File: src/rtl/if_stage.sv
// if_stage: instruction fetch front end. Issues single-word reads to a
// synchronous instruction memory, buffers returned words with their PC in a
// 2-entry FIFO, and presents the FIFO head to decode on a valid/ready handshake.
//
// Ports:
//   CLK, RST        clock (rising edge), asynchronous active-high reset
//   redirect,       branch/jump request; target PC (low two bits dropped)
//   redirect_pc
//   imem_en,        read request and byte address (PC[7:0]) to imem
//   imem_addr
//   imem_data       read data, valid the cycle after imem_en
//   id_valid,       decode handshake; transfer when both high at an edge
//   id_ready
//   id_inst, id_pc  instruction word and its PC at the FIFO head
//   fetch_cnt       accepted-instruction counter, only with IF_FETCH_CNT_EN
//
// Optional feature macro: IF_FETCH_CNT_EN (adds fetch_cnt port and counter).

// Small generic FIFO with synchronous flush; DEPTH must be a power of two.
// Latency: a pushed word is visible at head_dat one cycle after the push edge.
// Backpressure: none internal; the caller must never push when full.
module fifo #(
    parameter int W     = 64,
    parameter int DEPTH = 2
) (
    input  logic                         CLK,
    input  logic                         RST,
    input  logic                         flush,
    input  logic                         push_vld,
    input  logic [W-1:0]                 push_dat,
    input  logic                         pop_vld,
    output logic [W-1:0]                 head_dat,
    output logic [$clog2(DEPTH+1)-1:0]   count
);
    localparam int AW = (DEPTH > 1) ? $clog2(DEPTH) : 1;
    localparam int CW = $clog2(DEPTH+1);

    logic [W-1:0]  mem [DEPTH];
    logic [AW-1:0] wr_ptr;
    logic [AW-1:0] rd_ptr;

    assign head_dat = mem[rd_ptr];

    always_ff @(posedge CLK or posedge RST) begin
        if (RST) begin
            for (int i = 0; i < DEPTH; i++) begin
                mem[i] <= '0;
            end
            wr_ptr <= '0;
            rd_ptr <= '0;
            count  <= '0;
        end else if (flush) begin
            // Storage is left as is; only the occupancy bookkeeping is cleared.
            wr_ptr <= '0;
            rd_ptr <= '0;
            count  <= '0;
        end else begin
            if (push_vld) begin
                mem[wr_ptr] <= push_dat;
                wr_ptr      <= wr_ptr + AW'(1);
            end
            if (pop_vld) begin
                rd_ptr <= rd_ptr + AW'(1);
            end
            case ({push_vld, pop_vld})
                2'b10:   count <= count + CW'(1);
                2'b01:   count <= count - CW'(1);
                default: count <= count;
            endcase
        end
    end
endmodule

// Fetch stage: PC sequencer, one outstanding imem read, 2-entry output buffer.
// Latency: imem_en to id_valid is 2 cycles; one instruction per cycle when fed.
// Backpressure: id_ready low stalls issue once buffered + in-flight words reach 2.
module if_stage #(
    parameter logic [31:0] RESET_PC = 32'h0000_0000
) (
    input  logic        CLK,
    input  logic        RST,
    input  logic        redirect,
    input  logic [31:0] redirect_pc,
    output logic        imem_en,
    output logic [7:0]  imem_addr,
    input  logic [31:0] imem_data,
    output logic        id_valid,
    input  logic        id_ready,
    output logic [31:0] id_inst,
    output logic [31:0] id_pc
`ifdef IF_FETCH_CNT_EN
    ,
    output logic [31:0] fetch_cnt
`endif
);
    typedef enum logic {
        IDLE = 1'b0,
        RUN  = 1'b1
    } state_t;

    typedef struct packed {
        logic [31:0] inst;
        logic [31:0] pc;
    } fetch_ent_t;

    state_t      state_q;
    state_t      state_d;
    logic [31:0] pc_q;
    logic        inflight_q;
    logic [31:0] inflight_pc_q;

    logic        pop;
    logic        room;
    logic        push_vld;
    logic [1:0]  fifo_cnt;
    fetch_ent_t  push_dat;
    fetch_ent_t  head_dat;

    assign pop = id_valid && id_ready;

    // Issue only if everything already committed (buffered plus in flight),
    // minus what decode takes this cycle, still leaves a free FIFO slot when
    // the new response lands. This is what keeps pushes off a full FIFO.
    assign room = (({1'b0, fifo_cnt} + {2'b00, inflight_q}) - {2'b00, pop}) < 3'd2;

    always_comb begin
        state_d = state_q;
        imem_en = 1'b0;
        case (state_q)
            IDLE: begin
                state_d = RUN;
            end
            RUN: begin
                imem_en = !redirect && room;
            end
            default: begin
                state_d = IDLE;
            end
        endcase
    end

    always_ff @(posedge CLK or posedge RST) begin
        if (RST) begin
            state_q <= IDLE;
        end else begin
            state_q <= state_d;
        end
    end

    always_ff @(posedge CLK or posedge RST) begin
        if (RST) begin
            pc_q          <= RESET_PC & ~32'd3;
            inflight_q    <= 1'b0;
            inflight_pc_q <= '0;
        end else begin
            // imem_en is already low during a redirect, so inflight clears.
            inflight_q <= imem_en;
            if (imem_en) begin
                inflight_pc_q <= pc_q;
            end
            if (redirect) begin
                pc_q <= redirect_pc & ~32'd3;
            end else if (imem_en) begin
                pc_q <= pc_q + 32'd4;
            end
        end
    end

    assign imem_addr = pc_q[7:0];

    // A response returning in a redirect cycle belongs to the old path.
    assign push_vld      = inflight_q && !redirect;
    assign push_dat.inst = imem_data;
    assign push_dat.pc   = inflight_pc_q;

    fifo #(
        .W     ($bits(fetch_ent_t)),
        .DEPTH (2)
    ) u_buf (
        .CLK      (CLK),
        .RST      (RST),
        .flush    (redirect),
        .push_vld (push_vld),
        .push_dat (push_dat),
        .pop_vld  (pop && !redirect),
        .head_dat (head_dat),
        .count    (fifo_cnt)
    );

    assign id_valid = (fifo_cnt != 2'd0);
    assign id_inst  = head_dat.inst;
    assign id_pc    = head_dat.pc;

`ifdef IF_FETCH_CNT_EN
    // Counts decode acceptances, including one that coincides with a redirect.
    always_ff @(posedge CLK or posedge RST) begin
        if (RST) begin
            fetch_cnt <= '0;
        end else if (pop) begin
            fetch_cnt <= fetch_cnt + 32'd1;
        end
    end
`endif
endmodule

File: config.mk
export PLATFORM = sky130hd
export DESIGN_NAME = if_stage
export DESIGN_NICKNAME = d
export VERILOG_FILES = /design/src/rtl/if_stage.sv
export SDC_FILE = /design/constraint.sdc
export NUM_CORES = 1
export LEC_CHECK = 0
export BUFFER_PORTS_ARGS = -buffer_cell sky130_fd_sc_hd__clkbuf_2
export CAP_MARGIN = 0
export CORE_UTILIZATION = 40
export DETAILED_ROUTE_END_ITERATION = 12
export MAX_ROUTING_LAYER = met4
export SYNTH_ARGS = -nofsm -noshare
export SYNTH_HDL_FRONTEND = slang
export SYNTH_SLANG_ARGS = --single-unit
File: constraint.sdc
create_clock -name CLK -period 7.3 [get_ports CLK]
set_clock_uncertainty 0.05 [all_clocks]
set_input_delay 0.365 -clock CLK [delete_from_list [all_inputs] [get_ports CLK]]
set_output_delay 0.365 -clock CLK [all_outputs]
set_load 0.1 [all_outputs]
==> impl_metrics.py, run 1 <==
metrics = {
    "timing": {
        "finalSetupViolations": 0,
        "period_needed_ns": 4.38,
        "tightest_slew_ns": 1.06,
        "fmax_mhz": 228,
        "slew_violations": 0,
        "hold_viol": 0,
        "fin_crit_sh_pct": 60.0,
        "slew_headroom_pct": 29.5,
        "holdWs_ns": 0.0400,
        "rsz0062_at_grt": "no",
        "finalSetupTns_ns": 0,
    },
    "clocking": {
        "cts_max_path_buffers": 2,
        "cts.sinks": 190,
        "clkLatencyLatePin_ns": 0.43,
        "cts_max_level": 4,
        "cts_tree": "done",
        "root_buffer": "clkbuf_16",
        "cts_hold_buf": 0,
        "cts_setup_buffers": 0,
        "post_cts_resized": 0,
        "cts_made_buffers": 17,
        "path_clk_slew_ns": 0.07,
    },
    "route": {
        "maxUsedRoutingLayer": "met4",
        "dr_wl_met2_um": 8340,
        "vias": 5668,
        "detail_route.wl_per_cell_um": 16.4,
        "drt_iter0_drc": 233,
        "drcViolationCount": 0,
        "ant_nets": 0,
        "dr.pass1.iters": 4,
        "dr_wl_met3_um": 620,
        "wl_um": 17900,
        "viasPerCell": 5.20,
        "met1Wirelength_um": 8800,
    },
    "floorplan": {
        "io_pins": 142,
        "rows": 53,
        "die_w_um": 149,
        "die-area_um2": 22100,
        "initial_core_util_pct": 40.8,
        "die_h_um": 149,
        "coreArea_um2": 21100,
    },
    "grt": {
        "grt_pass1_wl_um": 29700,
        "grt_max_degree": 119,
        "grt_usage_pct": 17.6,
        "antenna_found_initial": 0,
        "grt_pass1_vias": 5726,
        "grt_overflow_total": 0,
    },
    "synthesis": {
        "yosys_warnings": 0,
        "synth_edf_count": 0,
        "yosys-top-cells-count": "dfrtp_1 (190), mux2_2 (186), nand2_1 (126)",
        "synth-seq-area-share_pct": 55.2,
        "synth_top_area_share_pct": 55.2,
        "syn_inst": 690,
        "syn_avg_cell_area_um2": 12.5,
        "synthFlopType": "dfrtp_1",
        "async_flop_share_pct": 100,
        "yosysUniqueCellTypes": 50,
        "synth_top_cell_by_area": "dfrtp_1",
        "netlist_top_cells_area": "dfrtp_1 (55%), mux2_2 (24%), nand2_1 (5.5%), o311ai_0 (1.4%), buf_2 (1.2%)",
        "synth_most_common_cell": "dfrtp_1",
        "synth-seq-cells": 190,
        "netlist_area_um2": 8610,
    },
    "pwr": {
        "leakage_nw": 4.69,
        "comb_power_share_pct": 37.6,
        "intPower_mw": 2.11,
        "power.density_nw_per_um2": 375,
        "switching_power_mw": 1.65,
        "clkPwrFrac_pct": 23.9,
        "seqPwrFrac_pct": 38.4,
        "ir_drop_mv": 0.161,
        "swShare_pct": 43.8,
    },
    "critical_path": {
        "r2r_end": "pc_q[25]$_DFFE_PP0P_",
        "ff2ff_path_depth": 10,
        "rrSetupSlack_ns": 3.55,
        "crit_fanout": 53,
        "cp_data_required_time_ns": 6.88,
        "arrival_ns": 3.96,
        "crit_end": "imem_en",
        "critPathCaptureType": "output pin",
        "r2r-start": "u_buf.count[1]$_DFFE_PP0P_",
        "path_class": "flip-flop to output pin",
        "startpoint_type": "flip-flop",
        "critPathLaunch": "u_buf.count[1]$_DFFE_PP0P_",
    },
    "min_path": {
        "hold_path_class": "primary input to asynchronous set/reset pin",
    },
    "job": {
        "maxCapViolCount": 0,
    },
    "layout": {
        "layout-area-overhead-vs-synth_pct": 16.2,
        "nets": 874,
        "diodes": 0,
        "drive_gt1_share_pct": 46.1,
    },
    "placement": {
        "port_buffers": 135,
        "gp_congestion": 0.745,
        "dp_hpwl_um": 11300,
    },
    "status": {
        "status": "complete, no violations",
    },
}
-- placed cells by master (no fill, tap or decap), types with 3 or more instances in the layout --
cell type  netlist  routed
dfrtp_1        190     189
mux2_2         186     186
clkbuf_2         0     135
nand2_1        126     126
clkbuf_16        0      17
o311ai_0        14      14
o21ai_0         13      13
nand4_1         12      12
nand3_1         10       9
a221o_1          9       9
nor2_1           8       8
inv_8            1       7
o211ai_1         7       7
inv_1            6       5
conb_1           2       5
inv_6            0       5
nor4_1           4       4
nor3_1           4       4
nand2b_1         4       4
buf_4           11       4
and3_1           3       3
a21o_1           3       3
nor3b_1          4       3
nand3_4          2       3
o311ai_1         3       3
a31o_2           3       3
clkinv_4         0       3
-- cell families after synthesis --
logic type | synth area share [%]
muxes | 24.6
other | 0.0873
buffers and inverters | 3.52
and+or+nand+nor | 10.2
AOI/OAI and AO/OA | 5.41
DFF | 55.2
xor gates and xnor gates | 0.596
adders and majority gates | 0.378
-- layer usage --
metal / vias to the layer above / global-route usage [%]
li1: 2667 / -
met1: 2873 / 23.3
met2: 117 / 27.7
met3: 11 / 3.53
met4: 0 / 4.12
met5: - / -
-- power by group through the flow --
stage	Sequential [mW]	Combinational (mW)	Clock, mW
2_1_floorplan	1.41	1.28	0
6_report	1.44	1.41	0.899
4_1_cts	1.44	1.43	0.934
5_1_grt	1.48	1.48	0.976
3_5_place_dp	1.46	1.42	0
3_3_place_gp	1.46	1.41	0
-- flip-flops by register name (all words and copies together), names as in the netlist --
name	flops
u_buf.mem	124
inflight_pc_q	30
pc_q	30
u_buf.count	2
inflight_q	1
state_q	1
u_buf.rd_ptr	1
u_buf.wr_ptr	1
-- worst min path at each step --
stage / endpoint / cells past startpoint / from / slack (ns)
2_1_floorplan: inflight_pc_q[10]$_DFFE_PP0P_ / 2 / inflight_pc_q[10]$_DFFE_PP0P_ / 0.41
3_3_place_gp: u_buf.mem[50]$_DFFE_PP0P_ / 1 / u_buf.mem[50]$_DFFE_PP0P_ / 0.43
3_5_place_dp: inflight_pc_q[28]$_DFFE_PP0P_ / 2 / inflight_pc_q[28]$_DFFE_PP0P_ / 0.44
4_1_cts: pc_q[25]$_DFFE_PP0P_ / 3 / redirect_pc[25] / 0.08
5_1_grt: pc_q[25]$_DFFE_PP0P_ / 3 / redirect_pc[25] / 0.09
6_report: u_buf.mem[52]$_DFFE_PP0P_ / 2 / RST / 0.04
-- worst max-delay path, stage by stage, from the launching register on --
cell and delay [ns]:
dfrtp_1 0.50, and3_1 0.26, a21o_1 0.12, nand2_1 0.07
fa_1 0.50, nand2_1 0.18, or3_2 0.93, inv_8 0.42
clkbuf_2 0.53
-- stage by stage --
step / area (µm²) / total power [mW] / worst slack (ns) / util (%) / instances
finish: 10000 / 3.75 / 2.92 / 47.4 / 1091
global route: 10000 / 3.93 / 2.69 / 47.4 / 1091
CTS: 10000 / 3.80 / 2.88 / 47.4 / 1091
detailed placement: 9430 / 2.89 / 3.37 / 44.7 / 1060
global placement: 9430 / 2.87 / 3.39 / 44.7 / 1060
floorplan: 8620 / 2.70 / 1.71 / - / 693
-- final cells by class --
type	count	area, µm²
fillers	1981	11100
multi-input cells	448	3580
clock buffers	17	425
flip-flops and latches	190	4760
clock inverters	14	143
inverters	8	45.0
repair buffers	139	706
well taps	275	344
Note: power is estimated with default switching activity, not from simulation.
==> run 2, diff against run 1 <==
Clock period 7.3 ns to 4 ns, I/O delays scaled along.
==> run 2 against run 1 <==
Net effect: critical endpoint unchanged; highest routed layer unchanged; critical path depth unchanged; combinational power is 87% higher; sequential power is 83% higher; wire length rose by 5.7%; utilization up 3.5 points; critical path type unchanged.
==> impl_metrics.py, run 2 (synthesis results as in run 1) <==
metrics = {
    "status": {
        "status": "complete, no violations",
    },
    "critical_path": {
        "path_class": "flip-flop to output pin",
        "critPathCaptureType": "output pin",
        "arrival_ns": 3.45,
        "startpoint_type": "flip-flop",
        "rrSetupSlack_ns": 0.74,
        "crit_fanout": 26,
        "cp_data_required_time_ns": 3.75,
    },
    "timing": {
        "slew_headroom_pct": 39.4,
        "finalSetupViolations": 0,
        "slew_violations": 0,
        "fmax_mhz": 270,
        "fin_ws_ns": 0.299,
        "hold_viol": 0,
        "rsz0062_at_grt": "no",
        "fin_crit_sh_pct": 92.5,
        "period_needed_ns": 3.70,
        "finalSetupTns_ns": 0,
        "tightest_slew_ns": 0.909,
    },
    "route": {
        "dr.pass1.iters": 4,
        "viasPerCell": 5.12,
        "wl_um": 18900,
        "detail_route.wl_per_cell_um": 16.4,
        "vias": 5924,
        "drt_iter0_drc": 285,
        "drcViolationCount": 0,
        "ant_nets": 0,
    },
    "layout": {
        "layout_common_cells": "dfrtp_1 (189), mux2_2 (186), clkbuf_2 (135), nand2_1 (126), dlygate4sd3_1 (58)",
        "fin_util_pct": 50.9,
        "multi_input_area_um2": 3580,
        "seqCellArea_um2": 4760,
        "layout_commonest_cell": "dfrtp_1",
        "layout-area-overhead-vs-synth_pct": 24.6,
        "fillCellCount": 1888,
        "largest_register_ffs": 124,
        "top_regs": "u_buf.mem (124), inflight_pc_q (30), pc_q (30)",
        "regMostFlops": "u_buf.mem",
        "nets": 938,
        "diodes": 0,
        "drive_gt1_share_pct": 43.5,
    },
    "floorplan": {
        "coreArea_um2": 21100,
        "die-area_um2": 22100,
        "rows": 53,
        "io_pins": 142,
        "die_h_um": 149,
        "die_w_um": 149,
        "initial_core_util_pct": 40.8,
    },
    "clocking": {
        "cts.sinks": 190,
        "path_clk_slew_ns": 0.08,
        "clkLatencyLatePin_ns": 0.44,
        "cts_max_path_buffers": 2,
        "cts_made_buffers": 17,
        "post_cts_resized": 0,
        "cts_tree": "done",
        "root_buffer": "clkbuf_16",
        "cts_max_level": 4,
        "cts_setup_buffers": 0,
        "cts_hold_buf": 58,
    },
    "min_path": {
        "hold_path_class": "primary input to flip-flop",
    },
    "pwr": {
        "switching_power_mw": 3.02,
        "comb_power_share_pct": 36.9,
        "leakage_nw": 4.99,
        "seqPwrFrac_pct": 36.9,
        "clkPwrFrac_pct": 26.2,
        "p_total_mw": 7.15,
        "ir_drop_mv": 0.390,
        "swShare_pct": 42.2,
        "intPower_mw": 4.13,
        "power.density_nw_per_um2": 666,
    },
    "placement": {
        "dp_hpwl_um": 11800,
        "gp_congestion": 0.768,
        "port_buffers": 135,
        "dp_worst_setup_slack_ns": 0.764,
    },
    "grt": {
        "grt_pass1_wl_um": 30800,
        "grt_usage_pct": 18.4,
        "grt_overflow_total": 0,
        "grt_max_degree": 131,
        "grt_pass1_vias": 5954,
        "antenna_found_initial": 0,
    },
    "job": {
        "maxCapViolCount": 0,
    },
}
==> run 2: path summary, 6_finish.rpt <==
kind                                            startpoint                        end  cells past startpoint
max in group asynchronous                              RST  u_buf.mem[37]$_DFFE_PP0P_                      4
worst max-delay path            u_buf.count[1]$_DFFE_PP0P_                    imem_en                      8
min in group asynchronous                              RST  u_buf.mem[43]$_DFFE_PP0P_                      4
worst min register to register   u_buf.mem[12]$_DFFE_PP0P_  u_buf.mem[12]$_DFFE_PP0P_                      1
worst max register to register  u_buf.count[1]$_DFFE_PP0P_        pc_q[9]$_DFFE_PP0P_                     11
worst min-delay path                       redirect_pc[22]       pc_q[22]$_DFFE_PP0P_                      4
==> run 2: power groups by stage <==
stage / registers (mW) / logic, mW / clock network [mW]
2_1_floorplan: 2.58 / 2.34 / 0
3_3_place_gp: 2.66 / 2.58 / 0
3_5_place_dp: 2.68 / 2.61 / 0
4_1_cts: 2.64 / 2.66 / 1.92
5_1_grt: 2.70 / 2.76 / 2.00
6_report: 2.63 / 2.64 / 1.87
==> run 2: worst max-delay path, stage by stage (launching register included) <==
cell	delay, ns
dfrtp_1	0.51
and3_1	0.26
a21o_1	0.11
nand2_1	0.07
fa_1	0.51
nand2_1	0.20
or3_2	0.64
inv_8	0.22
clkbuf_2	0.49
==> run 2: area by class of cell <==
type                    count  share of cell area, %
clock inverters            15                   2.09
multi-input cells         448                   33.4
repair buffers            203                   12.6
inverters                   8                  0.385
flip-flops and latches    190                   44.3
clock buffers              17                   3.97
well taps                 275                   3.21
==> run 2: metrics by stage <==
stage	instances	hold slack, ns	instance area (µm²)
6_report	1156	0.0228	10700
4_1_cts	1156	0.0293	10700
5_1_grt	1156	0.0464	10700
3_3_place_gp	1066	0.375	9500
2_1_floorplan	693	0.262	8620
3_5_place_dp	1066	0.373	9500
==> run 2: metal layers <==
| metal | up-vias | GRT usage [%] | wire [µm] |
|---|---|---|---|
| met5 | - | - | 0 |
| met4 | 0 | 5.10 | 147 |
| met3 | 14 | 3.47 | 698 |
| met2 | 129 | 29.2 | 9110 |
| met1 | 2972 | 24.0 | 8940 |
| li1 | 2809 | - | - |
==> run 3, diff against run 2 <==
Settings changed: SYNTH_HIERARCHICAL set to 1.
==> run 3 against run 2 <==
Net effect: the run now ends with DRC, hold timing left; maximum frequency decreased by 1.1%; total power grew 28%; via count is 2.9% higher; utilization down 1.3 points; sequential share of layout area fell by 0.91 points; sequential power rose by 15%; critical path depth grew 2; register-to-register slack got worse by 0.25 ns; synthesized area grew 6.8%; global-route usage shrank 0.16 points; setup slack lost 0.042 ns; critical path type unchanged.
==> impl_metrics.py, run 3 <==
metrics = {
    "critical_path": {
        "startpoint_type": "flip-flop",
        "arrival_ns": 3.49,
        "r2r-start": "u_buf/count[0]$_DFFE_PP0P_",
        "r2r_end": "pc_q[23]$_DFFE_PP0P_",
        "critPathCaptureType": "output pin",
        "path_class": "flip-flop to output pin",
        "rrSetupSlack_ns": 0.49,
        "cp_data_required_time_ns": 3.75,
        "ff2ff_path_depth": 11,
        "crit_fanout": 35,
    },
    "route": {
        "drt_iter0_drc": 387,
        "viasPerCell": 5.08,
        "wl_um": 19500,
        "ant_nets": 0,
        "dr.pass1.iters": 8,
        "drcViolationCount": 2,
        "detail_route.wl_per_cell_um": 16.3,
        "vias": 6096,
    },
    "pwr": {
        "p_total_mw": 9.12,
        "intPower_mw": 4.68,
        "power.density_nw_per_um2": 816,
        "seqPwrFrac_pct": 33.1,
        "leakage_nw": 5.40,
        "clkPwrFrac_pct": 18.1,
        "ir_drop_mv": 0.603,
        "swShare_pct": 48.7,
        "switching_power_mw": 4.45,
        "comb_power_share_pct": 48.8,
    },
    "timing": {
        "tightest_slew_ns": 1.00,
        "slew_headroom_pct": 33.1,
        "finalSetupViolations": 0,
        "hold_viol": 33,
        "fin_crit_sh_pct": 93.6,
        "holdWs_ns": -0.0389,
        "rsz0062_at_grt": "no",
        "slew_violations": 0,
        "fmax_mhz": 267,
        "finalSetupTns_ns": 0,
        "period_needed_ns": 3.74,
    },
    "synthesis": {
        "yosys_warnings": 6,
        "syn_inst": 714,
        "synth_most_common_cell": "dfrtp_1",
        "synth-seq-cells": 194,
        "syn_avg_cell_area_um2": 12.9,
        "synth_top_area_share_pct": 52.8,
        "synth-seq-area-share_pct": 52.8,
        "netlist_area_um2": 9190,
        "yosys-top-cells-count": "dfrtp_1 (194), mux2_2 (132), nand2_1 (121)",
        "yosysUniqueCellTypes": 55,
        "synth_top_cell_by_area": "dfrtp_1",
        "async_flop_share_pct": 100,
        "synth_edf_count": 0,
        "synthFlopType": "dfrtp_1",
        "netlist_top_cells_area": "dfrtp_1 (53%), mux2_2 (16%), mux2_4 (9.8%), nand2_1 (4.9%), o311ai_0 (1.3%)",
    },
    "clocking": {
        "root_buffer": "clkbuf_16",
        "post_cts_resized": 0,
        "clkLatencyLatePin_ns": 0.43,
        "cts_max_path_buffers": 2,
        "cts_tree": "done",
        "path_clk_slew_ns": 0.08,
        "cts_made_buffers": 17,
        "cts_max_level": 4,
        "cts.sinks": 194,
    },
    "grt": {
        "grt_pass1_vias": 6202,
        "grt_pass1_wl_um": 33200,
        "grt_overflow_total": 0,
        "antenna_found_initial": 0,
        "grt_max_degree": 110,
        "grt_usage_pct": 18.2,
    },
    "status": {
        "status": "complete, but fails checks",
        "violations": "DRC, hold timing",
    },
    "layout": {
        "fillCellCount": 2019,
        "layout_commonest_cell": "dfrtp_1",
        "diodes": 0,
        "layout-area-overhead-vs-synth_pct": 21.6,
        "nets": 973,
        "drive_gt1_share_pct": 42.6,
        "seqCellArea_um2": 4860,
        "multi_input_area_um2": 3930,
        "layout_common_cells": "dfrtp_1 (193), clkbuf_2 (136), mux2_2 (132), nand2_1 (121), mux2_4 (60)",
        "top_regs": "u_buf/mem (128), inflight_pc_q (30), pc_q (30)",
        "regMostFlops": "u_buf/mem",
        "largest_register_ffs": 128,
    },
    "job": {
        "maxCapViolCount": 0,
    },
    "floorplan": {
        "die_w_um": 154,
        "initial_core_util_pct": 40.7,
        "die-area_um2": 23600,
        "die_h_um": 154,
        "io_pins": 142,
        "coreArea_um2": 22600,
        "rows": 55,
    },
    "placement": {
        "dp_hpwl_um": 12300,
        "port_buffers": 137,
        "gp_congestion": 0.793,
    },
    "min_path": {
        "hold_path_class": "primary input to asynchronous set/reset pin",
    },
}
run 3: cell count changes after synthesis, moves of 6 or more:
cell,delta
mux2_4,+60
mux2_2,-54
nand3_1,+8
buf_6,+7
buf_12,+6
run 3: cell type report:
type	instances	area share [%]
Sequential cell	194	43.4
Inverter	8	0.358
Multi-Input combinational cell	471	35.2
Timing Repair Buffer	210	12.8
Clock inverter	11	0.940
Tap cell	285	3.19
Clock buffer	21	4.12
run 3: kinds of logic after synthesis:
logic type | after synthesis | synth area share [%]
other | 2 | 0.0817
and+or+nand+nor | 202 | 10.4
AOI/OAI and AO/OA | 59 | 4.78
buffers and inverters | 54 | 4.71
xor gates and xnor gates | 6 | 0.572
adders and majority gates | 3 | 0.490
muxes | 194 | 26.2
DFF | 194 | 52.8
run 3: worst max path at each step:
stage / depth (start not counted) / to / slack, ns / startpoint
6_report: 10 / imem_en / 0.26 / u_buf/count[0]$_DFFE_PP0P_
4_1_cts: 10 / imem_en / 0.22 / u_buf/count[0]$_DFFE_PP0P_
3_5_place_dp: 11 / pc_q[25]$_DFFE_PP0P_ / 0.47 / u_buf/count[1]$_DFFE_PP0P_
5_1_grt: 10 / imem_en / 0.09 / u_buf/count[1]$_DFFE_PP0P_
3_3_place_gp: 11 / pc_q[23]$_DFFE_PP0P_ / 0.50 / u_buf/count[1]$_DFFE_PP0P_
2_1_floorplan: 1 / u_buf/count[0]$_DFFE_PP0P_ / 0.22 / RST
run 3: what timing repair did:
| item | in CTS | in global routing |
|---|---|---|
| hold endpoints to repair | 90 | 0 |
| hold buffers | 58 | 0 |
| buffers inserted | 0 | 0 |
run 3: through the flow:
step / utilization [%] / std cells / setup slack, ns / instance area, µm² / hold slack, ns
2_1_floorplan: - / 719 / 0.224 / 9210 / 0.216
3_3_place_gp: 44.5 / 1110 / 0.499 / 10000 / 0.360
3_5_place_dp: 44.5 / 1110 / 0.473 / 10000 / 0.365
4_1_cts: 49.5 / 1200 / 0.224 / 11200 / 0.0109
5_1_grt: 49.5 / 1200 / 0.0940 / 11200 / 0.0481
6_report: 49.5 / 1200 / 0.257 / 11200 / -0.0389
run 3: critical path, cell delays in order, from the launching register on:
cell	delay, ns
dfrtp_1	0.42
or2_2	0.32
and2_1	0.17
ha_1	0.25
nand2b_1	0.15
fa_1	0.37
xor2_1	0.16
or3_2	0.54
inv_6	0.08
buf_4	0.35
buf_12	0.23
run 3: power groups by stage:
stage	registers [mW]	logic (mW)	clock network [mW]
after CTS	3.02	4.47	1.71
after floorplan	2.90	3.93	0
after global routing	3.11	4.64	1.79
after detailed placement	3.05	4.42	0
after global placement	3.03	4.39	0
final	3.02	4.45	1.65
run 3: per-layer routing:
layer / up-vias / GRT usage, % / routed length, µm
li1: 2892 / - / -
met3: 12 / 2.82 / 869
met1: 3033 / 25.8 / 9750
met5: - / - / 0
met4: 0 / 5.38 / 173
met2: 159 / 27.0 / 8740
